## config.mk

```make
export PLATFORM = sky130hd
export DESIGN_NAME = bcd_conv_flat
export DESIGN_NICKNAME = d
export VERILOG_FILES = /design/src/rtl/bcd_conv_if.sv /design/src/rtl/bcd_conv.sv /design/src/flat_wrapper.sv
export SDC_FILE = /design/constraint.sdc
export NUM_CORES = 1
export LEC_CHECK = 0
export ABC_AREA = 1
export ABC_CLOCK_PERIOD_IN_PS = 2480
export CORE_ASPECT_RATIO = 1.4
export CORE_MARGIN = 3
export CORE_UTILIZATION = 59
export DETAILED_ROUTE_END_ITERATION = 12
export PLACE_DENSITY = 0.9
export REMOVE_ABC_BUFFERS = 1
export SETUP_SLACK_MARGIN = 0.05
export SKIP_CTS_REPAIR_TIMING = 1
export SLEW_MARGIN = 20
export SYNTH_ARGS = -nofsm -noshare
export SYNTH_HDL_FRONTEND = slang
export SYNTH_SLANG_ARGS = --single-unit
```

## constraint.sdc

```tcl
create_clock -name clk -period 2.48 [get_ports clk]
set_input_delay 0.496 -clock clk [delete_from_list [all_inputs] [get_ports clk]]
set_output_delay 0.496 -clock clk [all_outputs]
set_load 0.02 [all_outputs]
```

## src/rtl/bcd_conv_if.sv

```systemverilog
// Handshake and data bundle between a requester (e.g. pow) and bcd_conv.
// master drives the request side; slave is the converter.
interface bcd_conv_if;
  logic        start;
  logic [31:0] value;
  logic        oflag;
  logic        ready;
  logic        busy;
  logic [39:0] bcd;
  logic        err;

  modport master (
    output start, value, oflag,
    input  ready, busy, bcd, err
  );

  modport slave (
    input  start, value, oflag,
    output ready, busy, bcd, err
  );
endinterface

```

## src/rtl/bcd_conv.sv

```systemverilog
// Sequential 32-bit binary to 10-digit BCD converter (double dabble, one bit per clock).
// Optional macro BCD_CONV_OFLAG_ERR_EN: oflag at acceptance yields an all-F error marker.
module bcd_conv (
  input  logic        clk,
  input  logic        rst,
  bcd_conv_if.slave   s
);

  localparam int unsigned BIN_W = 32;
  localparam int unsigned DIG_N = 10;
  localparam int unsigned BCD_W = 4 * DIG_N;
  localparam int unsigned CNT_W = 5;

  typedef enum logic [1:0] {
    IDLE  = 2'd0,
    SHIFT = 2'd1,
    DONE  = 2'd2
  } state_e;

  state_e             state_q, state_d;
  logic [BIN_W-1:0]   sr_q, sr_d;
  logic [BCD_W-1:0]   acc_q, acc_d;
  logic [CNT_W-1:0]   cnt_q, cnt_d;
  logic [BCD_W-1:0]   bcd_q, bcd_d;
  logic               err_q, err_d;
  logic               ready_q, ready_d;
  logic               busy_q, busy_d;

  logic [BCD_W-1:0]   acc_adj;
  logic [BCD_W-1:0]   acc_shift;

`ifndef BCD_CONV_OFLAG_ERR_EN
  logic unused_oflag;
  assign unused_oflag = s.oflag;
`endif

  // Add-3 correction on every nibble >= 5, then shift the next binary bit in.
  always_comb begin
    acc_adj = acc_q;
    for (int unsigned i = 0; i < DIG_N; i++) begin
      if (acc_q[4*i +: 4] >= 4'd5) begin
        acc_adj[4*i +: 4] = acc_q[4*i +: 4] + 4'd3;
      end
    end
    acc_shift = {acc_adj[BCD_W-2:0], sr_q[BIN_W-1]};
  end

  // Next-state and output logic.
  always_comb begin
    state_d = state_q;
    sr_d    = sr_q;
    acc_d   = acc_q;
    cnt_d   = cnt_q;
    bcd_d   = bcd_q;
    err_d   = err_q;

    unique case (state_q)
      IDLE: begin
        if (s.start) begin
          sr_d    = s.value;
          acc_d   = '0;
          cnt_d   = '0;
          err_d   = 1'b0;
          state_d = SHIFT;
`ifdef BCD_CONV_OFLAG_ERR_EN
          if (s.oflag) begin
            bcd_d   = '1;
            err_d   = 1'b1;
            state_d = DONE;
          end
`endif
        end
      end

      SHIFT: begin
        sr_d  = {sr_q[BIN_W-2:0], 1'b0};
        acc_d = acc_shift;
        cnt_d = cnt_q + CNT_W'(1);
        if (cnt_q == CNT_W'(BIN_W - 1)) begin
          bcd_d   = acc_shift;
          state_d = DONE;
        end
      end

      DONE: begin
        if (!s.start) begin
          state_d = IDLE;
        end
      end

      default: begin
        state_d = IDLE;
      end
    endcase

    ready_d = (state_d == DONE);
    busy_d  = (state_d == SHIFT);
  end

  always_ff @(posedge clk) begin
    if (rst) begin
      state_q <= IDLE;
      sr_q    <= '0;
      acc_q   <= '0;
      cnt_q   <= '0;
      bcd_q   <= '0;
      err_q   <= 1'b0;
      ready_q <= 1'b0;
      busy_q  <= 1'b0;
    end else begin
      state_q <= state_d;
      sr_q    <= sr_d;
      acc_q   <= acc_d;
      cnt_q   <= cnt_d;
      bcd_q   <= bcd_d;
      err_q   <= err_d;
      ready_q <= ready_d;
      busy_q  <= busy_d;
    end
  end

  assign s.ready = ready_q;
  assign s.busy  = busy_q;
  assign s.bcd   = bcd_q;
  assign s.err   = err_q;

endmodule

```

## src/flat_wrapper.sv

```systemverilog
// flat-port wrapper written by rule: the top's interface ports become plain ports
module bcd_conv_flat 
  (clk, rst, s_start, s_value, s_oflag, s_ready, s_busy, s_bcd, s_err);
  bcd_conv_if s_i ();
  input  logic clk;
  input  logic rst;
  input wire logic [$bits(s_i.start)-1:0] s_start;
  input wire logic [$bits(s_i.value)-1:0] s_value;
  input wire logic [$bits(s_i.oflag)-1:0] s_oflag;
  output wire logic [$bits(s_i.ready)-1:0] s_ready;
  output wire logic [$bits(s_i.busy)-1:0] s_busy;
  output wire logic [$bits(s_i.bcd)-1:0] s_bcd;
  output wire logic [$bits(s_i.err)-1:0] s_err;
  assign s_i.start = s_start;
  assign s_i.value = s_value;
  assign s_i.oflag = s_oflag;
  assign s_ready = s_i.ready;
  assign s_busy = s_i.busy;
  assign s_bcd = s_i.bcd;
  assign s_err = s_i.err;
  bcd_conv u_core (.clk(clk), .rst(rst), .s(s_i));
endmodule
```

==> results of run 1 <==
area by class of cell:
class                   count  area, sq um  share of cell area (%)
repair buffers             88          858                    11.9
well taps                 107          134                    1.86
multi-input cells         576         2790                    38.9
clock buffers              21          470                    6.55
inverters                  84          315                    4.39
clock inverters            11          191                    2.66
flip-flops and latches    121         2420                    33.7
flip-flops by register name, indices dropped and copies added, names as in the netlist:
name	count
u_core.s.ready	1
u_core.state_q	2
u_core.sr_q	32
u_core.acc_q	40
u_core.s.busy	1
u_core.cnt_q	5
u_core.s.bcd	40
worst paths after layout:
kind	startpoint	end	cells past startpoint
worst max-delay path	u_core.cnt_q[0]$_SDFFE_PP0P_	u_core.s.bcd[25]$_SDFFE_PP0P_	11
worst min-delay path	rst	u_core.acc_q[16]$_SDFFE_PP0P_	2
worst max register to register	u_core.cnt_q[0]$_SDFFE_PP0P_	u_core.s.bcd[25]$_SDFFE_PP0P_	11
worst min register to register	u_core.s.bcd[23]$_SDFFE_PP0P_	u_core.s.bcd[23]$_SDFFE_PP0P_	2
metal layers:
metal / global-route usage, % / vias up / share of wire [%]
met5: 0 / - / 0
met4: 11.4 / 0 / 2.2
met3: 6.58 / 40 / 5.5
met2: 46.7 / 210 / 53
met1: 30.5 / 2595 / 39
li1: - / 2790 / -
logic make-up after synthesis:
logic type	after synthesis	synth area share, %
adders and majority gates	22	4.80
other	1	0.0654
buffers and inverters	125	9.21
muxes	1	0.175
and+or+nand+nor	401	28.8
DFF	121	42.2
AOI/OAI and AO/OA	151	14.7
layout by cell type, fill, tap and decap left out, types with 11 or more instances in the layout:
master,count
clkbuf_16,17
inv_1,83
buf_4,11
clkdlybuf4s50_1,75
dfxtp_1,121
a21o_1,16
a31oi_1,19
nor2_1,43
nand3_1,60
nand4_1,20
a21oi_1,67
o21ai_0,39
ha_1,22
nand2_1,273
power groups by stage:
stage               Sequential [mW]  Clock [mW]  Combinational, mW
global placement               2.05           0              0.276
detailed placement             2.05           0              0.283
floorplan                      2.05           0              0.134
CTS                            2.01        2.76              0.284
finish                         2.01        2.75              0.284
global route                   2.02        2.85              0.315
==> run_results.csv, run 1 <==
group,metric,value,unit
status,status,"finished clean",
synth,yosys.area.top_type,"dfxtp_1",
sta,grt_setup_unrepaired,"false",
route,wl_per_cell,13.7,um
sta,slew_headroom,55.5,%
synth,syn_inst,822,
synth,synth-edff-count,0,
min_path,hp-class,"primary input to register",
cells_and_area,diodes,0,
pwr,power,5.04,mW
route,drc,0,
global_route,antenna_found_initial,0,
critical_path,critPathKind,"register to register",
cts,clk_root_buffer_cell,"clkbuf_16",
sta,timing.final.crit_share,78.2,%
critical_path,cp.required,2.84,ns
synth,synthArstFlopShare,0,%
critical_path,crit_family,"simple AND/OR/NAND/NOR gates",
critical_path,cp_slowest_stage_delay,0.37,ns
critical_path,crit_fanout,37,
route,drt-total-wl,13800,um
cts,tritoncts,"done",
floorplanning,ioPinCount,79,
pwr,switching_power,1.08,mW
global_route,grt_util_all_layers,26.8,%
sta,hold_viol,0,
sta,period_minus_slack,1.94,ns
cts,clk_latency,0.42,ns
route,vias,5635,
cts,clk_pin_slew,0.06,ns
placed_design,hpwl,8990,um
pwr,intPower,3.96,mW
cells_and_area,syn2layout_area_growth,25.3,%
synth,syn_avg_cell_area,6.98,sq um
global_route,grt_overflow,0,
global_route,grt_pass1_wl,23300,um
synth,synth_area_leaders,"dfxtp_1 42%, nand2_1 18%, a21oi_1 5.8%",
global_route,grt_max_degree,60,
job,drv_cap,0,
synth,synthFlopType,"dfxtp_1",
cells_and_area,layout-drive-gt1-share,5.44,%
floorplanning,die_x,89.3,um
synth,yosys.area.top_type_share,42.2,%
cells_and_area,layout.nets,946,
route,drtIter0Drc,395,
pwr,p_sw_share,21.5,%
synth,synth_most_common_cell,"nand2_1",
synth,synth-seq-area-share,42.2,%
critical_path,critical_path_arrival,2.30,ns
cells_and_area,fin_area,7180,sq um
route,drtAntennaViolNets,0,
synth,synth.cell_area,5740,sq um
critical_path,worstPathBufferInverterCount,3,
cells_and_area,stdcell_count,1008,
pwr,vdd_drop_max,0.612,mV
synth,synth_common_cells,"273 x nand2_1, 121 x dfxtp_1, 83 x inv_1, 67 x a21oi_1, 60 x nand3_1",
cts,cts.sinks,121,
sta,worst_pin_slew,0.666,ns
critical_path,critPathLaunchType,"register",
placed_design,placed_cells,976,
sta,drv_slew,0,
placed_design,portBuffers,76,
pwr,p_per_area,702,nW/um^2
sta,setup_viol,0,
cts,cts_buffers,17,
pwr,p_seq_share,39.9,%
critical_path,r2r_slack,0.54,ns
cells_and_area,nFillCells,646,
floorplanning,dieArea,11000,sq um
pwr,pwr-share-clk,54.5,%
synth,synth_seq_cells,121,
synth,yosysWarnings,0,
critical_path,crit_slowest_cell,"dfxtp_1",
cts,htree_levels,4,
sta,fin_tns_setup,0,ns
global_route,grt_pass1_vias,5462,
pwr,comb_power_share,5.6,%
sta,finClkSkew,0.00755,ns
critical_path,crit_chain,"ha_1 -> inv_1 -> nor3_1 -> ha_1 -> nand2_1 -> nor2_4 -> buf_4 -> nor2_1 -> nor2_1 -> o21ai_0 -> inv_1",
route,drt_pre_antenna_iters,5,
floorplanning,rows,41,
floorplanning,die_h,123,um
sta,finalWorstSetupSlack,0.541,ns
pwr,leakagePower,3.11,nW
sta,whs,0.461,ns
floorplanning,start_util,62.1,%
route,drt-vias-per-instance,5.59,
cells_and_area,postLayoutCoreUtil,77.8,%
synth,synth_cell_types,24,
placed_design,dp_slack,0.484,ns
sta,max_freq,0.516,GHz
placed_design,dpl-instance-area,6520,sq um
placed_design,place_congestion,0.865,
cts,clockBufferDepth,2,
floorplanning,core_area,9230,sq um
critical_path,endpoint_kind,"register",
No activity file was read; power rests on OpenSTA's default activity.
==> run 2, diff against run 1 <==
- ABC_CLOCK_PERIOD_IN_PS: 2480 -> 1900
- CORE_UTILIZATION: 59 -> 55
- PLACE_DENSITY: 0.9 -> 0.85
- clock period: 2.48 -> 1.9 ns (I/O delays scaled with it)
==> run 2 against run 1 <==
Worst setup slack got worse by 0.42 ns. Clock power rose by 21%. Cell count rose by 3.5%. Sequential share of layout area fell by 0.83 points. Critical endpoint is now s_bcd[9]. Combinational power rose by 37%. Sequential power rose by 31%. Critical path depth fell by 10. Via count fell by 1.4%. Hold slack got worse by 0.015 ns. Core utilization fell by 4.4 points. Non-clock buffer count rose by 7.
==> run_results.csv, run 2 (synthesized netlist as in run 1, its figures left out) <==
group,metric,value,unit
status,status,"finished clean",
cells_and_area,layout.nets,953,
pwr,intPower,4.99,mW
cts,cts.sinks,121,
pwr,p_per_area,859,nW/um^2
critical_path,crit_family,"buffers and inverters",
cells_and_area,syn2layout_area_growth,28.7,%
route,drtIter0Drc,354,
cells_and_area,final_common_cell,"nand2_1",
floorplanning,start_util,57.0,%
pwr,leakagePower,3.17,nW
cts,cts_buffers,17,
route,drt-vias-per-instance,5.33,
global_route,grt_pass1_wl,22000,um
cts,clockBufferDepth,2,
critical_path,cp.required,1.52,ns
global_route,grt_overflow,0,
global_route,antenna_found_initial,0,
global_route,grt_pass1_vias,5187,
pwr,p_sw_share,21.3,%
pwr,pwr-share-clk,52.4,%
route,drt-total-wl,13600,um
sta,drv_slew,0,
sta,max_freq,0.562,GHz
cells_and_area,diodes,0,
route,drt_pre_antenna_iters,7,
sta,grt_setup_unrepaired,"false",
critical_path,worstPathBufferInverterCount,1,
cells_and_area,fin_area,7380,sq um
critical_path,critPathLaunchType,"register",
placed_design,placed_cells,1006,
floorplanning,dieArea,11700,sq um
critical_path,crit_slowest_cell,"clkdlybuf4s50_1",
route,vias,5554,
critical_path,endpoint_kind,"primary output",
sta,whs,0.446,ns
cts,clk_root_buffer_cell,"clkbuf_16",
global_route,grt_util_all_layers,22.8,%
sta,setup_viol,0,
critical_path,critPathKind,"register to primary output",
pwr,vdd_drop_max,0.693,mV
sta,hold_viol,0,
placed_design,portBuffers,76,
cells_and_area,nFillCells,786,
cts,clk_latency,0.41,ns
sta,fin_tns_setup,0,ns
placed_design,dpl-instance-area,6650,sq um
cts,clk_pin_slew,0.05,ns
global_route,grt_max_degree,62,
critical_path,cp_slowest_stage_delay,0.62,ns
floorplanning,die_h,127,um
cells_and_area,layout-drive-gt1-share,6.61,%
pwr,switching_power,1.35,mW
floorplanning,core_area,10100,sq um
cts,tritoncts,"done",
critical_path,crit_chain,"clkdlybuf4s50_1",
cells_and_area,postLayoutCoreUtil,73.4,%
cells_and_area,final_cell_mix,"272 x nand2_1, 119 x dfxtp_1, 82 x inv_1",
sta,slew_headroom,56.2,%
floorplanning,die_x,92.3,um
sta,period_minus_slack,1.78,ns
cells_and_area,stdcell_count,1043,
floorplanning,rows,43,
pwr,comb_power_share,6.1,%
sta,worst_pin_slew,0.657,ns
floorplanning,ioPinCount,79,
sta,finClkSkew,0.00561,ns
route,wl_per_cell,13.1,um
critical_path,crit_fanout,2,
sta,timing.final.crit_share,93.7,%
job,drv_cap,0,
route,drc,0,
critical_path,critical_path_arrival,1.40,ns
cts,htree_levels,4,
placed_design,place_congestion,0.892,
route,drtAntennaViolNets,0,
min_path,hp-class,"primary input to register",
placed_design,hpwl,8230,um
pwr,p_seq_share,41.5,%
==> run 2: cell count changes in the layout (fill, tap and decap cells not counted), moves of 2 or more <==
cell / previous run / this run
buf_12: 1 / 8
buf_4: 11 / 6
buf_6: 0 / 2
bufinv_16: 5 / 3
clkbuf_1: 1 / 3
clkbuf_16: 17 / 19
clkbuf_8: 3 / 5
clkinvlp_4: 3 / 1
dfxtp_1: 121 / 119
o21ai_0: 39 / 37
o21ai_1: 1 / 3
==> run 2: power by group through the flow <==
stage / clock network, mW / logic (mW) / registers, mW
global route: 3.48 / 0.426 / 2.63
CTS: 3.35 / 0.389 / 2.63
detailed placement: 0 / 0.386 / 2.68
global placement: 0 / 0.385 / 2.68
finish: 3.32 / 0.389 / 2.63
floorplan: 0 / 0.175 / 2.67
==> run 2: per-stage QoR <==
| step | setup slack [ns] | total power, mW |
|---|---|---|
| 2_1_floorplan | -1.97 | 2.85 |
| 3_3_place_gp | 0.156 | 3.06 |
| 3_5_place_dp | 0.0568 | 3.06 |
| 4_1_cts | 0.0162 | 6.36 |
| 5_1_grt | 0.0481 | 6.53 |
| 6_report | 0.120 | 6.34 |
==> run 2: area by class of cell <==
type	instances	area (sq um)	share of cell area, %
well taps	135	169	2.29
repair buffers	95	1050	14.2
clock inverters	7	113	1.53
clock buffers	25	505	6.85
multi-input cells	576	2800	38.0
inverters	84	315	4.27
flip-flops and latches	121	2430	32.9
==> run 2: final timing paths <==
path	from	to	cells after the start	slack, ns
worst max-delay path	u_core.s.bcd[9]$_SDFFE_PP0P_	s_bcd[9]	1	0.12
worst min-delay path	rst	u_core.s.bcd[0]$_SDFFE_PP0P_	4	0.45
worst max register to register	u_core.cnt_q[0]$_SDFFE_PP0P_	u_core.s.bcd[19]$_SDFFE_PP0P_	11	0.13
worst min register to register	u_core.cnt_q[3]$_SDFFE_PP0P_	u_core.cnt_q[3]$_SDFFE_PP0P_	2	0.46
==> run 2: per-layer routing <==
layer,track usage [%],share of wire (%)
met5,0,0
met4,10.8,2.6
met3,6.41,5.2
met2,42.1,53
met1,23.5,39
==> run 3, diff against run 2 <==
- CAP_MARGIN: unset -> 10
- CTS_BUF_LIST: unset -> sky130_fd_sc_hd__clkbuf_16
==> run 3 against run 2 <==
Clock power down 7.2%. Final area down 0.68%. Largest power group unchanged. Sequential share of layout area up 0.22 points. Via count down 0.61%. Core utilization down 0.50 points. Critical path type is now register to register. Count of clock-buffer cells in the layout down 8. Sequential power about the same. Critical endpoint is now u_core.s.bcd[19]$_SDFFE_PP0P_. Die area unchanged. Sequential cell count unchanged. Cell count unchanged. Largest cell class unchanged.
==> run_results.csv, run 3 (synthesized netlist as in run 1, its figures left out) <==
group,metric,value,unit
route,drt-vias-per-instance,5.29,
cells_and_area,diodes,0,
sta,worst_pin_slew,0.665,ns
cells_and_area,layout-drive-gt1-share,6.06,%
critical_path,cp-startpoint,"u_core.cnt_q[0]$_SDFFE_PP0P_",
cts,clk_pin_slew,0.05,ns
sta,timing.final.crit_share,93.0,%
cells_and_area,final_common_cell,"nand2_1",
floorplanning,start_util,57.0,%
global_route,grt_overflow,0,
route,drc,0,
status,status,"finished clean",
floorplanning,dieArea,11700,sq um
cts,clk_latency,0.41,ns
cts,tritoncts,"done",
sta,setup_viol,0,
sta,hold_viol,0,
cells_and_area,layout.nets,953,
cts,htree_levels,4,
cells_and_area,register_area,2430,sq um
critical_path,critPathKind,"register to register",
route,drt_pre_antenna_iters,5,
critical_path,cp.required,2.20,ns
floorplanning,die_h,127,um
critical_path,endpoint_kind,"register",
pwr,vdd_drop_max,0.633,mV
critical_path,worstPathBufferInverterCount,4,
global_route,grt_pass1_vias,5134,
cts,clk_root_buffer_cell,"clkbuf_16",
pwr,p_per_area,832,nW/um^2
floorplanning,ioPinCount,79,
job,drv_cap,0,
min_path,hp-class,"primary input to register",
sta,finClkSkew,0.00754,ns
sta,drv_slew,0,
pwr,leakagePower,3.16,nW
cells_and_area,multi_input_area,2800,sq um
cts,cts_buffers,17,
critical_path,critPathLaunchType,"register",
global_route,antenna_found_initial,0,
critical_path,r2r_start,"u_core.cnt_q[0]$_SDFFE_PP0P_",
sta,slew_headroom,55.6,%
sta,period_minus_slack,1.77,ns
critical_path,crit_fanout,10,
floorplanning,rows,43,
critical_path,crit_chain,"ha_1 -> inv_1 -> nor3_2 -> ha_2 -> nand2_2 -> nor2_4 -> buf_12 -> buf_6 -> clkbuf_16 -> o21ai_0 -> nor2_1",
route,wl_per_cell,12.9,um
placed_design,portBuffers,76,
placed_design,hpwl,8230,um
global_route,grt_util_all_layers,22.7,%
placed_design,place_congestion,0.892,
cts,cts.sinks,121,
global_route,grt_max_degree,62,
sta,max_freq,0.566,GHz
cells_and_area,nFillCells,804,
cells_and_area,postLayoutCoreUtil,72.9,%
critical_path,cp_slowest_stage_delay,0.35,ns
critical_path,crit_slowest_cell,"dfxtp_4",
route,drtAntennaViolNets,0,
min_path,hold_start,"rst",
global_route,grt_pass1_wl,21900,um
cts,clockBufferDepth,2,
critical_path,critical_path_arrival,2.07,ns
cells_and_area,final_cell_mix,"272 x nand2_1, 119 x dfxtp_1, 85 x inv_1",
sta,grt_setup_unrepaired,"false",
route,drt-total-wl,13400,um
route,drtIter0Drc,314,
critical_path,crit_family,"buffers and inverters",
cells_and_area,syn2layout_area_growth,27.8,%
sta,whs,0.449,ns
floorplanning,die_x,92.3,um
floorplanning,core_area,10100,sq um
route,vias,5520,
-- run 3: cell types whose count changed in the layout (fill, tap and decap cells not counted), sizes merged --
cell,change
clkbuf,-8
clkinv,+5
inv,+3
-- run 3: tightest hold or removal path: stages --
cell     delay, ns
buf_2         0.10
inv_1         0.16
o21ai_0       0.12
nor2_1        0.05
-- run 3: where the power goes --
group	internal, mW	leakage [nW]	switching (mW)
Sequential	2.60	0.982	0.0311
Combinational	0.162	1.89	0.227
Clock	2.01	0.288	1.07
-- run 3: final timing paths --
check        cells past startpoint  slack, ns                             to
max                             11       0.13  u_core.s.bcd[19]$_SDFFE_PP0P_
min                              4       0.45   u_core.s.bcd[0]$_SDFFE_PP0P_
min reg2reg                      2       0.46   u_core.cnt_q[3]$_SDFFE_PP0P_
max reg2reg                     11       0.13  u_core.s.bcd[19]$_SDFFE_PP0P_
-- run 3: area by class of cell --
type,count,area share (%)
Tap cell,135,2.30
Clock buffer,17,5.80
Clock inverter,15,1.95
Sequential cell,121,33.1
Inverter,84,4.30
Timing Repair Buffer,95,14.3
Multi-Input combinational cell,576,38.2
-- run 3: per-layer routing --
layer,up-vias,global-route usage [%],part of all wire (%)
li1,2822,-,-
met1,2520,23.6,40
met2,151,41.8,53
met3,27,6.35,5.4
met4,0,10.2,2.4
met5,-,0,0
-- run 3: per-stage QoR --
| stage | cells | total power, mW | setup TNS, ns | setup WS, ns | instance area, sq um |
|---|---|---|---|---|---|
| final | 1043 | 6.10 | 0 | 0.133 | 7330 |
| after global routing | 1043 | 6.29 | 0 | 0.0519 | 7330 |
| after global placement | 1006 | 3.06 | 0 | 0.156 | 6650 |
| after floorplan | 781 | 2.85 | -75.42 | -1.97 | 5520 |
| after detailed placement | 1006 | 3.06 | 0 | 0.0568 | 6650 |
| after CTS | 1038 | 6.13 | 0 | 0.0162 | 7220 |
